### config.mk
export PLATFORM = sky130hd
export DESIGN_NAME = logic_issue_arbiter
export DESIGN_NICKNAME = d
export VERILOG_FILES = /design/src/rtl/exec_arb_pkg.sv /design/src/rtl/rr_arbiter.sv /design/src/rtl/logic_issue_arbiter.sv
export SDC_FILE = /design/constraint.sdc
export NUM_CORES = 1
export LEC_CHECK = 0
export BUFFER_PORTS_ARGS = -buffer_cell sky130_fd_sc_hd__buf_2
export CORE_AREA = 2 2 163 165
export DETAILED_ROUTE_END_ITERATION = 12
export DIE_AREA = 0 0 165 167
export GPL_TIMING_DRIVEN = 1
export PLACE_DENSITY = 0.55
export RECOVER_POWER = 100
export SLEW_MARGIN = 20
export SYNTH_ARGS = -nofsm -noshare
export SYNTH_HDL_FRONTEND = slang
export SYNTH_SLANG_ARGS = --single-unit
### constraint.sdc
create_clock -name clk -period 9 [get_ports clk]
set_input_delay 0.45 -clock clk [delete_from_list [all_inputs] [get_ports clk]]
set_output_delay 0.45 -clock clk [all_outputs]
set_load 0.1 [all_outputs]
### src/rtl/exec_arb_pkg.sv
// Shared constants for the logic issue arbiter: op codes, the immediate
// width and the bit of the op code that selects the immediate operand.
package exec_arb_pkg;

  localparam int IMM_W       = 21;
  localparam int IMM_SEL_BIT = 2;
  localparam int CTRL_W      = 3;

  typedef enum logic [CTRL_W-1:0] {
    OP_AND  = 3'b000,
    OP_OR   = 3'b001,
    OP_XOR  = 3'b010,
    OP_ANDI = 3'b100,
    OP_ORI  = 3'b101,
    OP_XORI = 3'b110
  } logic_op_e;

  // 011 and 111 are the only undefined encodings.
  function automatic logic op_defined(input logic [CTRL_W-1:0] c);
    return c[1:0] != 2'b11;
  endfunction

endpackage

### src/rtl/rr_arbiter.sv
// Round-robin arbiter: one-hot grant searched from an internal pointer that
// moves to one past the granted requester only when advance is asserted.
module rr_arbiter #(
  parameter int NUM_REQ = 4
) (
  input  logic               clk,
  input  logic               reset,
  input  logic [NUM_REQ-1:0] req,
  input  logic               advance,
  output logic [NUM_REQ-1:0] grant
);

  localparam int IDX_W = (NUM_REQ > 1) ? $clog2(NUM_REQ) : 1;

  logic [IDX_W-1:0] ptr_q, ptr_d, gidx;
  logic [IDX_W:0]   idx;
  logic             found;

  always_comb begin
    grant = '0;
    found = 1'b0;
    idx   = '0;
    for (int i = 0; i < NUM_REQ; i++) begin
      idx = {1'b0, ptr_q} + (IDX_W+1)'(i);
      if (idx >= (IDX_W+1)'(NUM_REQ)) idx = idx - (IDX_W+1)'(NUM_REQ);
      if (!found && req[idx[IDX_W-1:0]]) begin
        grant[idx[IDX_W-1:0]] = 1'b1;
        found = 1'b1;
      end
    end
  end

  always_comb begin
    gidx = '0;
    for (int i = 0; i < NUM_REQ; i++)
      if (grant[i]) gidx = IDX_W'(i);
  end

  always_comb begin
    ptr_d = ptr_q;
    if (advance)
      ptr_d = (gidx == IDX_W'(NUM_REQ-1)) ? '0 : gidx + IDX_W'(1);
  end

  always_ff @(posedge clk) begin
    if (reset) ptr_q <= '0;
    else       ptr_q <= ptr_d;
  end

endmodule

### src/rtl/logic_issue_arbiter.sv
// Round-robin issue of bitwise logic ops from NUM_REQ requesters into a single
// result slot. Define LOGIC_ARB_PERF_EN to add the stall_cnt perf counter.
module logic_issue_arbiter
  import exec_arb_pkg::*;
#(
  parameter int DATA_WIDTH = 32,
  parameter int NUM_REQ    = 4,
  parameter int TAG_W      = 4,
  localparam int ID_W      = $clog2(NUM_REQ)
) (
  input  logic                                clk,
  input  logic                                reset,
  input  logic [NUM_REQ-1:0]                  req_valid,
  output logic [NUM_REQ-1:0]                  req_ready,
  input  logic [NUM_REQ-1:0][CTRL_W-1:0]      req_ctrl,
  input  logic [NUM_REQ-1:0][DATA_WIDTH-1:0]  req_src1,
  input  logic [NUM_REQ-1:0][DATA_WIDTH-1:0]  req_src2,
  input  logic [NUM_REQ-1:0][IMM_W-1:0]       req_imm,
  input  logic [NUM_REQ-1:0][TAG_W-1:0]       req_tag,
  output logic                                out_valid,
  input  logic                                out_ready,
  output logic [DATA_WIDTH-1:0]               out_data,
  output logic [ID_W-1:0]                     out_id,
  output logic [TAG_W-1:0]                    out_tag,
  output logic                                out_err
`ifdef LOGIC_ARB_PERF_EN
  ,output logic [15:0]                        stall_cnt
`endif
);

  typedef struct packed {
    logic [DATA_WIDTH-1:0] data;
    logic [ID_W-1:0]       id;
    logic [TAG_W-1:0]      tag;
    logic                  err;
  } result_t;

  result_t                res_q, res_d;
  logic                   out_valid_q;
  logic                   issue_ok, fire;
  logic [NUM_REQ-1:0]     arb_req, grant;

  logic [CTRL_W-1:0]      sel_ctrl;
  logic [DATA_WIDTH-1:0]  sel_src1, sel_src2, op2;
  logic [IMM_W-1:0]       sel_imm;
  logic [TAG_W-1:0]       sel_tag;
  logic [ID_W-1:0]        sel_id;

  // Slot is free or being drained this cycle; reset blocks every handshake.
  assign issue_ok = !out_valid_q || out_ready;
  assign arb_req  = (issue_ok && !reset) ? req_valid : '0;
  assign fire     = |grant;

  rr_arbiter #(.NUM_REQ(NUM_REQ)) u_rr (
    .clk     (clk),
    .reset   (reset),
    .req     (arb_req),
    .advance (fire),
    .grant   (grant)
  );

  assign req_ready = grant;

  always_comb begin
    sel_ctrl = '0;
    sel_src1 = '0;
    sel_src2 = '0;
    sel_imm  = '0;
    sel_tag  = '0;
    sel_id   = '0;
    for (int i = 0; i < NUM_REQ; i++) begin
      if (grant[i]) begin
        sel_ctrl = req_ctrl[i];
        sel_src1 = req_src1[i];
        sel_src2 = req_src2[i];
        sel_imm  = req_imm[i];
        sel_tag  = req_tag[i];
        sel_id   = ID_W'(i);
      end
    end
  end

  assign op2 = sel_ctrl[IMM_SEL_BIT] ? DATA_WIDTH'(sel_imm) : sel_src2;

  always_comb begin
    res_d     = '0;
    res_d.id  = sel_id;
    res_d.tag = sel_tag;
    res_d.err = !op_defined(sel_ctrl);
    case (logic_op_e'(sel_ctrl))
      OP_AND, OP_ANDI: res_d.data = sel_src1 & op2;
      OP_OR,  OP_ORI:  res_d.data = sel_src1 | op2;
      OP_XOR, OP_XORI: res_d.data = sel_src1 ^ op2;
      default:         res_d.data = '0;
    endcase
  end

  always_ff @(posedge clk) begin
    if (reset) begin
      out_valid_q <= 1'b0;
      res_q       <= '0;
    end else if (fire) begin
      out_valid_q <= 1'b1;
      res_q       <= res_d;
    end else if (out_ready) begin
      out_valid_q <= 1'b0;
    end
  end

  // Outputs read as zero for the whole reset assertion, not only after the edge.
  assign out_valid = out_valid_q & ~reset;
  assign out_data  = reset ? '0 : res_q.data;
  assign out_id    = reset ? '0 : res_q.id;
  assign out_tag   = reset ? '0 : res_q.tag;
  assign out_err   = res_q.err & ~reset;

`ifdef LOGIC_ARB_PERF_EN
  logic [15:0] stall_q;

  always_ff @(posedge clk) begin
    if (reset)
      stall_q <= '0;
    else if ((|req_valid) && !fire && (stall_q != 16'hFFFF))
      stall_q <= stall_q + 16'd1;
  end

  assign stall_cnt = stall_q;
`endif

endmodule

Word level (Yosys, flattened, before mapping). Index checks and enable logic that the tools add are counted.

Bitwise operators: 9. Magnitude comparators: 12. Mux-type cells: 59. Eq/ne operators: 7. $add $sub $neg: 8. Reduce and logical (&&, ||, !) cells: 21.

Operator list (count): 32-bit 2-to-1 mux (10); 32-bit one-hot mux with 3 select lines (1); 21-bit 2-to-1 mux (4); 4-bit 2-to-1 mux (10); 32-bit bitwise AND (1); 32-bit bitwise OR (1); 32-bit XOR (1); 2-bit 2-to-1 mux (8); 1-bit 2-to-1 mux (14); 2-bit by 3-bit less-than comparator with 1-bit output (second input constant) (4); 3-bit 2-to-1 mux (4); 4-bit bitwise OR (3); 3-bit == test (second input constant) (3); 3-bit >= comparator (second input constant) (3); 1-bit binary-select mux with 2-bit select (4); 1-bit demux with 2-bit select (4); 2-bit by 1-bit >= comparator with 1-bit output (second input constant) (4); 1-bit logical AND (8); 2-bit by 1-bit subtractor with 2-bit output (second input constant) (4); 2-bit by 2-bit adder with 3-bit output (second input constant) (2); 1-bit logical NOT (6); 2-bit OR reduction (3); 4-bit OR reduction (1); 2-bit by 1-bit adder with 3-bit output (second input constant) (1); 11 further kinds (12).

Logic and storage cells: 122. Bits of input ports: 375. Output and inout port bits: 44. Register bits after elaboration: 42.

Depth between registers and ports, before layout.
Depth after elaboration: 23. Depth in mapped cells: 17. Depth with buffers taken out: 15.

Hierarchy. From an unflattened synthesis, not the netlist that was laid out.

Cell total of the unflattened synthesis: 790. Area, all modules: 6516.2 µm².

By module, submodules not included: logic_issue_arbiter (cells an instance 745, instances 1, area each 6064.6 µm², seq. area each 800.8 µm²); rr_arbiter (cells an instance 45, instances 1, area each 451.7 µm², seq. area each 40.0 µm²).

Least setup slack after synthesis. No wires, ideal clock.

Kind: flip-flop to flip-flop. Start point: register u_rr.ptr_q[0]. End point: register res_q[32] in the netlist's numbering. Setup time: 0.122 ns. Cell stages (with the launch flop): 14. Slack: 4.286 ns. Data arrival time: 4.593 ns. Path buffers: 2. Data required time: 8.878 ns. Period minus slack after synthesis: 4.714 ns. Path through: dfxtp_1 inv_1 ha_1 or3b_1 a2111oi_4 o21ai_0 a21o_1 inv_2 clkbuf_1 buf_1 a21oi_1 a21o_1 ha_1 a221o_1.

Elaborated cells between the ends (all ways): 86. Classes of those cells: 7 x add/sub; 12 x order compare; 5 x eq/ne; 41 x mux; 6 x bitwise; 15 x reduce/logical.

RTL lines: start, declared (RTL line rr_arbiter.sv:15) `logic [IDX_W-1:0] ptr_q, ptr_d, gidx;`; start signal, assigned (RTL line rr_arbiter.sv:47) `else ptr_q <= ptr_d;`; parallel branches: the longest is 13 deep, another holds 2-bit by 1-bit adder with 3-bit output; 4-bit 2-to-1 mux * (RTL line rr_arbiter.sv:26) `if (!found && req[idx[IDX_W-1:0]]) begin`; via req_ready[3] (RTL line logic_issue_arbiter.sv:14) `output logic [NUM_REQ-1:0] req_ready,`; 3-bit 2-to-1 mux or 32-bit 2-to-1 mux (tied branches) (RTL line logic_issue_arbiter.sv:72) `if (grant[i]) begin`; 3-bit by 2-bit == test with 1-bit output, or another cell as far along (RTL line logic_issue_arbiter.sv:90) `case (logic_op_e'(sel_ctrl))`; 2-bit OR reduction, or another cell as far along (RTL line logic_issue_arbiter.sv:90); 32-bit one-hot mux with 3 select lines (RTL line logic_issue_arbiter.sv:90); end signal, assigned (RTL line logic_issue_arbiter.sv:104) `res_q <= res_d;`; end, declared (RTL line logic_issue_arbiter.sv:38) `result_t res_q, res_d;`.

Mark *: on every way through the listed nets, which the timed path passes. The select of a mux whose other input is x is not followed. A chain may end at the register's enable or synchronous reset.

Worst setup path after layout.
Start point: register u_rr.ptr_q[0]. End point: register res_q[23] in the netlist's numbering.

Longest elaborated chain between the ends: 21. Elaborated cells between the ends (all ways): 90. Classes of those cells: 7 x add/sub; 12 x order compare; 5 x eq/ne; 45 x mux; 6 x bitwise; 15 x reduce/logical.

Ends and longest elaborated chain (RTL line): parallel branches: the longest is 13 deep, another holds 2-bit by 1-bit adder with 3-bit output; 4-bit 2-to-1 mux * (rr_arbiter.sv:26); 3-bit 2-to-1 mux, or another cell as far along (4 in a row) (logic_issue_arbiter.sv:72); 3-bit by 2-bit == test with 1-bit output, or another cell as far along (logic_issue_arbiter.sv:90); 2-bit OR reduction, or another cell as far along (logic_issue_arbiter.sv:90); 32-bit one-hot mux with 3 select lines (logic_issue_arbiter.sv:90).

Every way passes the cells marked *. The select of a mux whose other input is x is not followed.

==> implementation parameters <==
Parameter                              Value

Clock tree
  Depth of the CTS H-tree ... 2
  Clock tree root driver cell ... clkbuf_16
  Insertion delay of the later-clocked pin in the worst-skew pair ... 0.31 ns
  Cts hold-fix bufs ... 0
  Clock net sink count ... 42
  TritonCTS buffer count ... 5
  Clk buf depth ... 2
  CTS tree ... done
  Clock transition at the registers of the reported paths ... 0.07 ns
  Post CTS Setup Buffer Count ... 0
  Post-cts sizing count ... 0

Synthesis
  Top-count cell post-synth ... a21oi_1
  Count of synthesis-stage warnings from yosys ... 0
  Number of unique standard cell types used by synthesis ... 49
  Most area-hungry cell type in the Yosys netlist ... ha_1
  Number of nets produced by synthesis ... ~1,400
  Cells taking the most area after synthesis ... ha_1 (13%), dfxtp_1 (12%), mux2i_1 (9.3%)
  Sequential share of the synthesized area ... 12.4%
  Number of instances in the synthesized netlist ... 911
  Most common library cells after synthesis ... a21oi_1 (102), nand2_1 (92), nand3_1 (80)
  Number of flip-flops and latches in the synthesized netlist ... 42
  Dominant synthesized flop cell ... dfxtp_1
  Cell area after synthesis ... slightly below 7000 um^2
  Avg Inst Size Synth ... 7.45 um^2
  Proportion of netlist area held by the largest area contributor ... 12.9%
  Proportion of synthesized flip-flops having asynchronous set or reset ... 0%
  Post-synth EDFFs ... 0

Worst setup path
  Launching element type of the critical path ... register
  Largest fanout on the critical path ... 53
  RR Startpoint ... u_rr.ptr_q[0]
  Highest cell delay on the worst timing path ... 1.97 ns
  Buf/Inv on CP ... 2
  Start point of the critical path ... u_rr.ptr_q[0]
  Startpoint-to-endpoint class of the critical path ... register to register
  Arrival time reported for the critical path endpoint ... ~7.3 ns
  Required arrival time at the worst endpoint ... 9.19 ns
  Nature of the critical path endpoint ... register
  Largest delay contributor family on the critical path ... buffers and inverters
  Series of cell instances along the critical path ... inv_1 > ha_1 > mux4_2 > nor2b_1 > a22oi_1 > a31o_1 > clkbuf_1 > nand3_1 > a21oi_1 > a221oi_1 > mux2_1 > ha_1 > a221o_1
  Slowest cell on the critical path ... clkbuf_1
  Most frequent cell on the critical path ... ha_1

Power and ir drop
  Clock share of power ... 6.9%
  Leakage power ... 4.06 nW
  Sequential power share ... 10.9%
  Switching component of the power ... 1.60 mW
  Peak ir drop on the vdd network ... roughly 0.00021 V
  Pwr Density ... 306 nW/um^2
  Pint ... 1.18 mW
  Portion of total power attributed to combinational logic ... 82.1%
  Switching share of power ... 57.7%

Finish
  Total area of sequential cells ... 841 um^2
  Fraction of final layout cells sized beyond drive strength 1 ... roughly a third
  Number of inserted diodes ... 0
  Final layout net count ... about 1,700
  Filler cell count ... 2,838
  Area of combinational cells with multiple inputs ... ~5400 um^2
  Area added between synthesis and finish ... 33.8%

Routing
  DRC violation count after routing ... 0
  Post-detailed-route via-to-cell ratio ... 5.23
  Iteration-0 DRC count of the detailed router ... 463
  Routed length per instance ... 19.3 um
  Total number of vias ... 8,326
  Count of nets left with antenna violations after detail routing ... 0
  Number of search-and-repair iterations in the first detailed-routing pass ... 4
  Routed WL ... 30,700 um

Timing
  Final Hold Fails ... 0
  Max frequency ... ~140 MHz
  Slew @ Worst Pin ... 2.65 ns
  Share of the clock period used by the worst path ... 79.4%
  Total negative slack ... 0 ns
  Relative max-transition margin ... -76.5%
  Worst hold slack ... approximately 0.41 ns
  Total setup violations reported at the end of the flow ... 0
  Post-route minimum period ... 7.15 ns
  Worst setup skew after layout ... a little under 0.01 ns
  Final Slew Violations ... 98
  Setup repair after global routing missed its margin ... false

Run status
  Failing checks ... max-capacitance violations, max-slew violations
  Result of the run ... finished, violations left

Die
  Core ar. ... about 26,000 um^2
  Initial Util ... 26.4%
  Die area ... 27,600 um^2
  IO Pins ... 419
  Width of the die ... between 150 and 200 um
  Die height ... roughly 170 um
  Standard-cell rows ... 59

Run
  Number of violations of the max-capacitance limit ... 2

Global routing
  Maximum number of pins on one net before global-route repair ... 97
  Number of antenna violations at the first check in global routing ... 1
  Most used routing layer ... met2
  Met3 demand-to-capacity share in global routing ... 3.79%
  Tot GR Track Use ... 20.8%
  Total global routing overflow ... 0
  Global routing met2 resource utilization ... 38.9%
  Vias in the first global route ... 7,861
  Met1 Usage GRT ... 23.0%
  Global-route wire length before repair ... 43,600 um

Place
  Routability-driven placement congestion ratio ... 0.840
  Estimated wirelength of the detail-placed design ... 23,700 um
  Number of buffers inserted by port buffering ... 418

Min path
  Startpoint of the lowest-slack hold path ... req_tag[0]
  Path category of the worst min-delay check ... input pin to register
==> registers in the layout (all words and copies together), names as in the netlist <==
signal	flops
u_rr.ptr_q	2
out_valid_q	1
res_q	39
==> power groups by stage <==
stage               combinational [mW]  clock, mW  sequential, mW
floorplan                         1.76          0           0.298
global placement                  2.29          0           0.308
detailed placement                2.33          0           0.305
CTS                               2.34      0.201           0.303
global route                      2.51      0.205           0.312
finish                            2.28      0.193           0.303
==> layer usage <==
metal / vias to the layer above / wire (um)
met4: 0 / 990
met3: 44 / 2160
met1: 3879 / 11800
li1: 4030 / -
met2: 373 / 15800
met5: - / 0
==> path summary, 6_finish.rpt <==
| kind | to | slack [ns] | cells past startpoint |
|---|---|---|---|
| setup / recovery | res_q[23] | 1.85 | 13 |
| hold / removal | res_q[1] | 0.41 | 3 |
| setup reg to reg | res_q[23] | 1.85 | 13 |
| hold reg to reg | res_q[3] | 0.51 | 2 |
==> final cells by class <==
class	count	area share (%)
Inverter	59	2.48
Multi-Input combinational cell	722	58.9
Clock inverter	3	0.234
Clock buffer	5	1.38
Tap cell	335	4.61
Sequential cell	42	9.25
Timing Repair Buffer	427	23.1
==> through the flow <==
| step | util, % | setup WS (ns) | total power [mW] | area [um^2] | std cells |
|---|---|---|---|---|---|
| 2_1_floorplan | - | 4.29 | 2.06 | 6790 | 911 |
| 3_3_place_gp | 35.0 | 3.33 | 2.60 | 9020 | 1585 |
| 3_5_place_dp | 35.0 | 3.21 | 2.63 | 9020 | 1585 |
| 4_1_cts | 35.6 | 3.19 | 2.84 | 9170 | 1593 |
| 5_1_grt | 35.3 | 1.42 | 3.02 | 9090 | 1593 |
| 6_report | 35.3 | 1.85 | 2.78 | 9090 | 1593 |
==> layout by cell type, fill, tap and decap left out, types with 3 or more instances in the layout <==
master,count
mux2i_1,63
nor2_1,30
a31oi_1,3
a221o_1,56
nor2b_1,46
buf_4,8
nand2_1,92
a22oi_1,4
o21ai_0,4
mux4_2,3
clkbuf_1,43
clkbuf_16,5
buf_2,376
mux2_1,16
a21o_1,12
a221oi_1,55
dfxtp_1,42
and2_1,35
nand3_1,80
mux2_2,15
inv_1,57
ha_1,70
a21oi_1,102
==> worst min-delay path, delay by kind of cell <==
kind / cells / cell delay, ns
simple gates: 1 / 0.09
buf+inv: 1 / 0.08
compound gates: 1 / 0.06
==> logic make-up after synthesis <==
logic type / share of synthesized area (%)
AOI/OAI and AO/OA: 28.3
buffers and inverters: 9.27
muxes: 15.4
DFF: 12.4
adders and majority gates: 12.9
and+or+nand+nor: 21.8
(Power assumes the default switching activity.)
